[config.mk]
export PLATFORM = sky130hd
export DESIGN_NAME = market_msg_decoder_flat
export DESIGN_NICKNAME = d
export VERILOG_FILES = /design/src/rtl/market_msg_decoder_if.sv /design/src/rtl/market_msg_decoder.sv /design/src/flat_wrapper.sv
export SDC_FILE = /design/constraint.sdc
export NUM_CORES = 1
export LEC_CHECK = 0
export BUFFER_PORTS_ARGS = -buffer_cell sky130_fd_sc_hd__buf_2
export CAP_MARGIN = 20
export CORE_MARGIN = 5
export CORE_UTILIZATION = 54
export CTS_BUF_LIST = sky130_fd_sc_hd__clkbuf_4 sky130_fd_sc_hd__clkbuf_8
export DETAILED_ROUTE_END_ITERATION = 8
export GPL_TIMING_DRIVEN = 0
export PLACE_DENSITY = 0.76
export SLEW_MARGIN = 0
export SYNTH_ARGS = -nofsm -noshare
export SYNTH_HDL_FRONTEND = slang
export SYNTH_SLANG_ARGS = --single-unit
[constraint.sdc]
create_clock -name clk -period 2 [get_ports clk]
set_input_delay 0.4 -clock clk [delete_from_list [all_inputs] [get_ports clk]]
set_output_delay 0.4 -clock clk [all_outputs]
set_load 0.02 [all_outputs]
[src/rtl/market_msg_decoder_if.sv]
// rtl/market_msg_decoder_if.sv - byte stream interface from the UDP port filter
interface packet_if;
  logic [7:0] data;
  logic       valid;
  logic       ready;

  modport master (output data, output valid, input ready);
  modport slave (input data, input valid, output ready);
  modport DUT (input data, input valid, output ready);
endinterface

[src/rtl/market_msg_decoder.sv]
// rtl/market_msg_decoder.sv - decodes 16-byte market messages into parallel records
module market_msg_decoder #(
  parameter int CNT_W = 16
) (
  input  logic             clk,
  input  logic             reset,
  packet_if.DUT            stream_in_if,
  input  logic             rec_ready,
  output logic             rec_valid,
  output logic [7:0]       rec_type,
  output logic [7:0]       rec_side,
  output logic [15:0]      rec_symbol,
  output logic [31:0]      rec_price,
  output logic [31:0]      rec_qty,
  output logic [31:0]      rec_seq,
  output logic             rec_seq_gap,
  output logic [CNT_W-1:0] err_unknown_cnt,
  output logic [CNT_W-1:0] err_trunc_cnt,
  output logic [CNT_W-1:0] ovf_cnt
);

  localparam logic [7:0] TYPE_ADD    = 8'h41;
  localparam logic [7:0] TYPE_CANCEL = 8'h58;
  localparam logic [7:0] TYPE_EXEC   = 8'h45;

  typedef enum logic [1:0] {S_IDLE, S_COLLECT, S_DISCARD} state_t;

  state_t      state;
  logic [3:0]  idx;
  logic [7:0]  stg_type;
  logic [7:0]  stg_side;
  logic [15:0] stg_symbol;
  logic [31:0] stg_price;
  logic [31:0] stg_qty;
  logic [23:0] stg_seq;
  logic        seq_seen;
  logic [31:0] exp_seq;

  logic        in_valid;
  logic [7:0]  in_data;
  logic        type_ok;
  logic        msg_done;
  logic        trunc_evt;
  logic        unknown_evt;
  logic        load_ok;
  logic [31:0] done_seq;

  // The filter is never back-pressured.
  assign stream_in_if.ready = 1'b1;

  // Event decode for the current byte; the last seq byte is merged directly.
  always_comb begin
    in_valid    = stream_in_if.valid;
    in_data     = stream_in_if.data;
    type_ok     = (in_data == TYPE_ADD) || (in_data == TYPE_CANCEL) || (in_data == TYPE_EXEC);
    msg_done    = (state == S_COLLECT) && in_valid && (idx == 4'd15);
    trunc_evt   = (state == S_COLLECT) && !in_valid;
    unknown_evt = (state == S_IDLE) && in_valid && !type_ok;
    load_ok     = !rec_valid || rec_ready;
    done_seq    = {stg_seq, in_data};
  end

  // Message framing FSM: byte index, state and staging capture.
  always_ff @(posedge clk or negedge reset) begin
    if (!reset) begin
      state      <= S_IDLE;
      idx        <= 4'd0;
      stg_type   <= 8'd0;
      stg_side   <= 8'd0;
      stg_symbol <= 16'd0;
      stg_price  <= 32'd0;
      stg_qty    <= 32'd0;
      stg_seq    <= 24'd0;
    end else if (!in_valid) begin
      state <= S_IDLE;
      idx   <= 4'd0;
    end else begin
      idx <= idx + 4'd1;
      case (state)
        S_IDLE: begin
          stg_type <= in_data;
          state    <= type_ok ? S_COLLECT : S_DISCARD;
        end
        S_COLLECT: begin
          case (idx)
            4'd1:                      stg_side   <= in_data;
            4'd2, 4'd3:                stg_symbol <= {stg_symbol[7:0], in_data};
            4'd4, 4'd5, 4'd6, 4'd7:    stg_price  <= {stg_price[23:0], in_data};
            4'd8, 4'd9, 4'd10, 4'd11:  stg_qty    <= {stg_qty[23:0], in_data};
            4'd12, 4'd13, 4'd14:       stg_seq    <= {stg_seq[15:0], in_data};
            4'd15:                     state      <= S_IDLE;
            default:                   ;
          endcase
        end
        S_DISCARD: begin
          if (idx == 4'd15) state <= S_IDLE;
        end
        default: state <= S_IDLE;
      endcase
    end
  end

  // Sequence tracking and the single-entry output register.
  always_ff @(posedge clk or negedge reset) begin
    if (!reset) begin
      seq_seen    <= 1'b0;
      exp_seq     <= 32'd0;
      rec_valid   <= 1'b0;
      rec_type    <= 8'd0;
      rec_side    <= 8'd0;
      rec_symbol  <= 16'd0;
      rec_price   <= 32'd0;
      rec_qty     <= 32'd0;
      rec_seq     <= 32'd0;
      rec_seq_gap <= 1'b0;
    end else if (msg_done) begin
      seq_seen <= 1'b1;
      exp_seq  <= done_seq + 32'd1;
      if (load_ok) begin
        rec_valid   <= 1'b1;
        rec_type    <= stg_type;
        rec_side    <= stg_side;
        rec_symbol  <= stg_symbol;
        rec_price   <= stg_price;
        rec_qty     <= stg_qty;
        rec_seq     <= done_seq;
        rec_seq_gap <= seq_seen && (done_seq != exp_seq);
      end
    end else if (rec_valid && rec_ready) begin
      rec_valid <= 1'b0;
    end
  end

  // Saturating monitoring counters.
  always_ff @(posedge clk or negedge reset) begin
    if (!reset) begin
      err_unknown_cnt <= '0;
      err_trunc_cnt   <= '0;
      ovf_cnt         <= '0;
    end else begin
      if (unknown_evt && (err_unknown_cnt != '1)) err_unknown_cnt <= err_unknown_cnt + 1'b1;
      if (trunc_evt && (err_trunc_cnt != '1))     err_trunc_cnt   <= err_trunc_cnt + 1'b1;
      if (msg_done && !load_ok && (ovf_cnt != '1)) ovf_cnt        <= ovf_cnt + 1'b1;
    end
  end

endmodule

[src/flat_wrapper.sv]
// flat-port wrapper written by rule: the top's interface ports become plain ports
module market_msg_decoder_flat 
#(
  parameter int CNT_W = 16
)
  (clk, reset, rec_ready, rec_valid, rec_type, rec_side, rec_symbol, rec_price, rec_qty, rec_seq, rec_seq_gap, err_unknown_cnt, err_trunc_cnt, ovf_cnt, stream_in_if_data, stream_in_if_valid, stream_in_if_ready);
  packet_if stream_in_if_i ();
  input  logic clk;
  input  logic reset;
  input  logic rec_ready;
  output logic rec_valid;
  output logic [7:0] rec_type;
  output logic [7:0] rec_side;
  output logic [15:0] rec_symbol;
  output logic [31:0] rec_price;
  output logic [31:0] rec_qty;
  output logic [31:0] rec_seq;
  output logic rec_seq_gap;
  output logic [CNT_W-1:0] err_unknown_cnt;
  output logic [CNT_W-1:0] err_trunc_cnt;
  output logic [CNT_W-1:0] ovf_cnt;
  input wire logic [$bits(stream_in_if_i.data)-1:0] stream_in_if_data;
  input wire logic [$bits(stream_in_if_i.valid)-1:0] stream_in_if_valid;
  output wire logic [$bits(stream_in_if_i.ready)-1:0] stream_in_if_ready;
  assign stream_in_if_i.data = stream_in_if_data;
  assign stream_in_if_i.valid = stream_in_if_valid;
  assign stream_in_if_ready = stream_in_if_i.ready;
  market_msg_decoder #(.CNT_W(CNT_W)) u_core (.clk(clk), .reset(reset), .stream_in_if(stream_in_if_i), .rec_ready(rec_ready), .rec_valid(rec_valid), .rec_type(rec_type), .rec_side(rec_side), .rec_symbol(rec_symbol), .rec_price(rec_price), .rec_qty(rec_qty), .rec_seq(rec_seq), .rec_seq_gap(rec_seq_gap), .err_unknown_cnt(err_unknown_cnt), .err_trunc_cnt(err_trunc_cnt), .ovf_cnt(ovf_cnt));
endmodule
Word-level counts from Yosys, hierarchy flattened
Cells that the tools add are included.
W data, S select, Z words.
- mux-type cells: 8
- equal/unequal tests: 26
- reduce and logical (&&, ||, !) cells: 33
- add/sub/neg operators: 5
- operators by type and width (kind ; count):
    $add A16 B1 Y16 const B ; 3
    $ne A16 B16 Y1 const B ; 3
    $add A32 B1 Y32 const B ; 1
    $eq A4 B4 Y1 const B ; 8
    $ne A32 B32 Y1 ; 1
    $eq A8 B7 Y1 const B ; 3
    $eq A4 B3 Y1 const B ; 4
    $reduce_and A3 Y1 ; 5
    $logic_and A1 B1 Y1 ; 11
    $eq A4 B2 Y1 const B ; 2
    $reduce_or A4 Y1 ; 2
    $mux W2 ; 3
    $reduce_and A2 Y1 ; 3
    $add A4 B1 Y4 const B ; 1
    $eq A4 B1 Y1 const B ; 1
    $logic_not A1 Y1 ; 4
    $mux W4 ; 1
    $pmux W2 S2 ; 1
    $reduce_or A2 Y1 ; 2
    $logic_or A1 B1 Y1 ; 3
    $mux W1 ; 3
    $ne A3 B2 Y1 const B ; 1
    $reduce_or A3 Y1 ; 1
    $eq A2 B1 Y1 const B ; 1
    other kinds (4) ; 4
- flip-flop bits (word level): 337
- input port bits: 12
- logic and storage cells: 93

Longest topological paths before layout
- depth after elaboration: 6
- depth in mapped cells: 9
- depth with buffers taken out: 7

Worst setup path before layout
Ideal clock, no wire load.
- path type: input to register
- start: input port stream_in_if_data[0]
- end: register u_core.err_unknown_cnt[1]
- slack: -0.155 ns
- cell stages on the path: 7
- required time: 1.875 ns
- setup time: 0.125 ns
- arrival time: 2.030 ns
- path through: clkbuf_1 -> inv_1 -> ha_1 -> and4b_1 -> o211ai_1 -> nor3b_4 -> mux2_2
- longest elaborated chain between the ends: 6
- elaborated cells between the ends (all ways): 8
- classes of those cells: 3 x eq/ne; 5 x reduce/logical
- ends and longest elaborated chain (item ; line ; text):
    start, declared ; flat_wrapper.sv:22 ; input wire logic [$bits(stream_in_if_i.data)-1:0] stream_in_if_data;
    $eq A8 B7 Y1 ; market_msg_decoder.sv:55 ; type_ok = (in_data == TYPE_ADD) || (in_data == TYPE_CANCEL) || (in_data == TYPE_EXEC);
    $logic_or A1 B1 Y1 ; market_msg_decoder.sv:55 ;
    $logic_or A1 B1 Y1 (*) ; market_msg_decoder.sv:55 ;
    $logic_not A1 Y1 (*) ; market_msg_decoder.sv:58 ; unknown_evt = (state == S_IDLE) && in_valid && !type_ok;
    $logic_and A1 B1 Y1 (*) ; market_msg_decoder.sv:58 ;
    $logic_and A1 B1 Y1 (*) ; market_msg_decoder.sv:141 ; if (unknown_evt && (err_unknown_cnt != '1)) err_unknown_cnt <= err_unknown_cnt + 1'b1;
    end signal, assigned ; market_msg_decoder.sv:141 ;
    end, declared ; market_msg_decoder.sv:17 ; output logic [CNT_W-1:0] err_unknown_cnt,
Mark *: on every way between the ends. The rest lies on a longest branch, timed or not.
A chain may end at the register's enable or synchronous reset.

Final worst setup path
- start: register u_core.idx[0]
- end: register u_core.stg_price[31]
- longest elaborated chain between the ends: 3
- elaborated cells between the ends (all ways): 6
- classes of those cells: 4 x eq/ne; 2 x reduce/logical
- ends and longest elaborated chain (item ; line ; text):
    start, declared ; market_msg_decoder.sv:29 ; logic [3:0] idx;
    start signal, assigned ; market_msg_decoder.sv:78 ; idx <= idx + 4'd1;
    $eq A4 B3 Y1 ; market_msg_decoder.sv:85 ; case (idx)
    $reduce_or A4 Y1 (*) ; market_msg_decoder.sv:85 ;
    $reduce_and A3 Y1 (no source line) (*) ; -- ;
    end signal, assigned ; market_msg_decoder.sv:88 ; 4'd4, 4'd5, 4'd6, 4'd7: stg_price <= {stg_price[23:0], in_data};
    end, declared ; market_msg_decoder.sv:33 ; logic [31:0] stg_price;
Marks and branches as above.

==> metrics.cfg <==
[run_status]
outcome=complete, but fails checks
violations=setup timing

[sta]
setup_viol=63
setup_ws_ps=-106
hold_viol=0
slew_viol_final=0
setup_tns_ps=-2380
fmax_ghz=0.475
worstMarginPinSlew_ps=979
relSlewSlack_pct=34.8
rsz0062_at_grt=true
period_needed_ps=2110
clock_skew_ps=25.3
period_share_pct=105

[drt]
firstDrtPassIters=8
drtIter0Drc=720
met2_length_um=16100
routed-wl-met3_um=2450
viasPerCell=5.48
highest_layer=met5
drc_errors=0
antenna_left=0
wl_per_cell_um=19.9
met1Wirelength_um=14900
wirelength_um=34200
vias=9407

[worst_hold_path]
min_delay_worst_endpoint=u_core.rec_valid$_DFFE_PN0P_
hold_path_class=in -> reg
min-delay-start=rec_ready
hold_depth=3

[cells_and_area]
synthToLayoutAreaGrowth_pct=26.5
final_cell_mix=335 x dfrtp_1, 196 x mux2_2, 190 x buf_2, 74 x xor2_1, 70 x clkbuf_8
layout.cells.non_filler=1717
fillers=1772
final_common_cell=dfrtp_1
diodes=0
drive_gt1_share_pct=46.7
nNetsFinal=1364
final_core_util_pct=69.1

[cts]
cts_buffers=55
cts.sinks=337
htreeDepth=2
cts.path.max_buffers=3
clockRootBuffer=clkbuf_8
clk_latency_ps=570
clkSlewWorstSetupHoldPaths_ps=60
cts_tree=built

[synth]
synth_area_leaders=dfrtp_1 60%, mux2_2 20%, xor2_1 4.6%
ys_ff_latch=337
postSynth.asyncResetShare_pct=100
avgSynthCellArea_sq_um=13.5
synth_edf_count=0
synth_top_area_cell=dfrtp_1
synth_ff_type=dfrtp_1
yosys_warnings=0
synth_cells=1052
netlist_area_sq_um=14200
yosysSeqAreaShare_pct=59.6
netlist.area_leader.share_pct=59.6
synth_cell_types=50
mappedNetlistNets=1076

[global_routing]
grt_usage_pct=21.9
grt_remaining_overflow=0
grt_max_degree=130
grt_pass1_wl_um=51600
grt_pass1_vias=9462
antenna_found_initial=3

[critical_path]
critPathCaptureType=flop
r2r_slack_ps=-110
path_cells=ha_4 > buf_6 > o41ai_4 > nor3b_4 > buf_6 > buf_4 > buf_4 > mux2_2
worst_r2r_path_depth=8
path_class=reg -> reg
start_kind=flop
cp_max_fo=5
r2r-start=u_core.idx[0]$_DFF_PN0_
cp_slowest_cell=o41ai_4
r2r_end=u_core.stg_price[31]$_DFFE_PN0P_
slowest_delay_ps=470
critPathArrivalTime_ps=2560
worst_ep_required_time_ps=2450

[die]
coreArea_sq_um=25900
io_pins=191
die_w_um=172
die_y_um=172
die_area_sq_um=29500
row_count=59
initial_core_util_pct=54.6

[placement]
numPlacedInstances=1579
pre_cts_slack_ps=-669
portBuffers=189
place_congestion=0.871
hpwl_um=21600

[pwr]
pwr_density_cell_nw_per_um2=800
vdd_drop_max_mv=0.806
leakage_uw=0.00941

[job]
cap_violations=0

[kinds of logic (layout without fill, tap and decap cells)]
group | count (synthesis) | in the layout | synth area share, %
buf+inv | 69 | 399 | 2.32
flops | 337 | 337 | 59.6
simple gates | 229 | 229 | 8.78
other cells | 1 | 1 | 0.0265
fa+ha+maj | 12 | 12 | 1.06
compound gates | 55 | 55 | 2.25
xor+xnor | 101 | 101 | 6.25
mux | 248 | 248 | 19.7
[state kept, by name, summed over array words and instances (netlist names), 4 cells and up]
| name | count |
|---|---|
| u_core.exp_seq | 32 |
| u_core.rec_price | 32 |
| u_core.rec_qty | 32 |
| u_core.rec_seq | 32 |
| u_core.stg_price | 32 |
| u_core.stg_qty | 32 |
| u_core.stg_seq | 24 |
| u_core.err_trunc_cnt | 16 |
| u_core.err_unknown_cnt | 16 |
| u_core.ovf_cnt | 16 |
| u_core.rec_symbol | 16 |
| u_core.stg_symbol | 16 |
| u_core.rec_side | 8 |
| u_core.rec_type | 8 |
| u_core.stg_side | 8 |
| u_core.stg_type | 8 |
| u_core.idx | 4 |
[power breakdown]
part	total, uW	switching, uW	leakage, uW	internal, uW
registers	7090	129	0.00465	6960
logic	791	498	0.00411	293
clock network	6450	2660	0.000642	3780
total	14300	3290	0.00941	11000
[worst max-delay path: cells and delay by family, from the launching register on]
| kind | cells | cell delay [ps] |
|---|---|---|
| adders and majority gates | 1 | 180 |
| DFF | 1 | 450 |
| AOI/OAI and AO/OA | 1 | 470 |
| buffers and inverters | 4 | 530 |
| and+or+nand+nor | 1 | 120 |
| muxes | 1 | 250 |
[per-stage QoR]
stage / hold WS [ps] / power, uW / cell area (sq um)
floorplan: 104 / 7560 / 14200
detailed placement: 316 / 7920 / 15600
finish: 279 / 14300 / 17900
global placement: 453 / 7880 / 15500
CTS: 217 / 14400 / 17300
global route: 255 / 14900 / 17900
[per-layer routing]
| layer | vias up | GRT usage, % |
|---|---|---|
| li1 | 4273 | - |
| met1 | 4761 | 31.2 |
| met2 | 302 | 34.0 |
| met3 | 65 | 5.62 |
| met4 | 6 | 5.57 |
| met5 | - | 0 |
[cell usage after synthesis (all sizes together), types with 8 or more instances]
cell type,instances
mux2,246
dfrtp,337
nor2,22
nand3,40
ha,12
nand4,27
xnor2,27
and2,8
xor2,74
and3,9
buf,32
nand2,67
clkbuf,25
o21ai,36
inv,12
nor4,17
nor3,16
[layout make-up]
cell class                 instances  area [sq um]  area share (%)
buffer                            51           507            2.83
clock buffer                      93          1120            6.27
clock inverter                     6          91.3           0.510
inverter                          12          45.0           0.252
multi-input combinational        646          5730            32.0
sequential                       337          8440            47.1
tap                              335           419            2.34
timing repair buffer             237          1560            8.70
[how the worst max path moves through the flow]
stage | from | end | slack (ps)
3_5_place_dp | stream_in_if_data[0] | u_core.err_unknown_cnt[8]$_DFFE_PN0P_ | -670
5_1_grt | u_core.idx[0]$_DFF_PN0_ | u_core.stg_price[31]$_DFFE_PN0P_ | -140
4_1_cts | u_core.stg_seq[0]$_DFFE_PN0P_ | u_core.exp_seq[29]$_DFFE_PN0P_ | -6
6_report | u_core.idx[0]$_DFF_PN0_ | u_core.stg_price[31]$_DFFE_PN0P_ | -110
3_3_place_gp | reset | u_core.rec_price[29]$_DFFE_PN0P_ | -5780
2_1_floorplan | u_core.state[1]$_DFFE_PN0P_ | u_core.stg_symbol[10]$_DFFE_PN0P_ | 10
[what timing repair did]
| action | 4_1_cts | 5_1_grt |
|---|---|---|
| endpoints found under the setup margin | 253 | 235 |
| pin swaps | 7 | 9 |
| hold buffers | 1 | 0 |
| gates resized for setup | 70 | 88 |
| endpoints found under the hold margin | 41 | 0 |
| buffers inserted | 16 | 21 |
| gates cloned | 2 | 8 |
No activity file was read; power rests on OpenSTA's default activity.
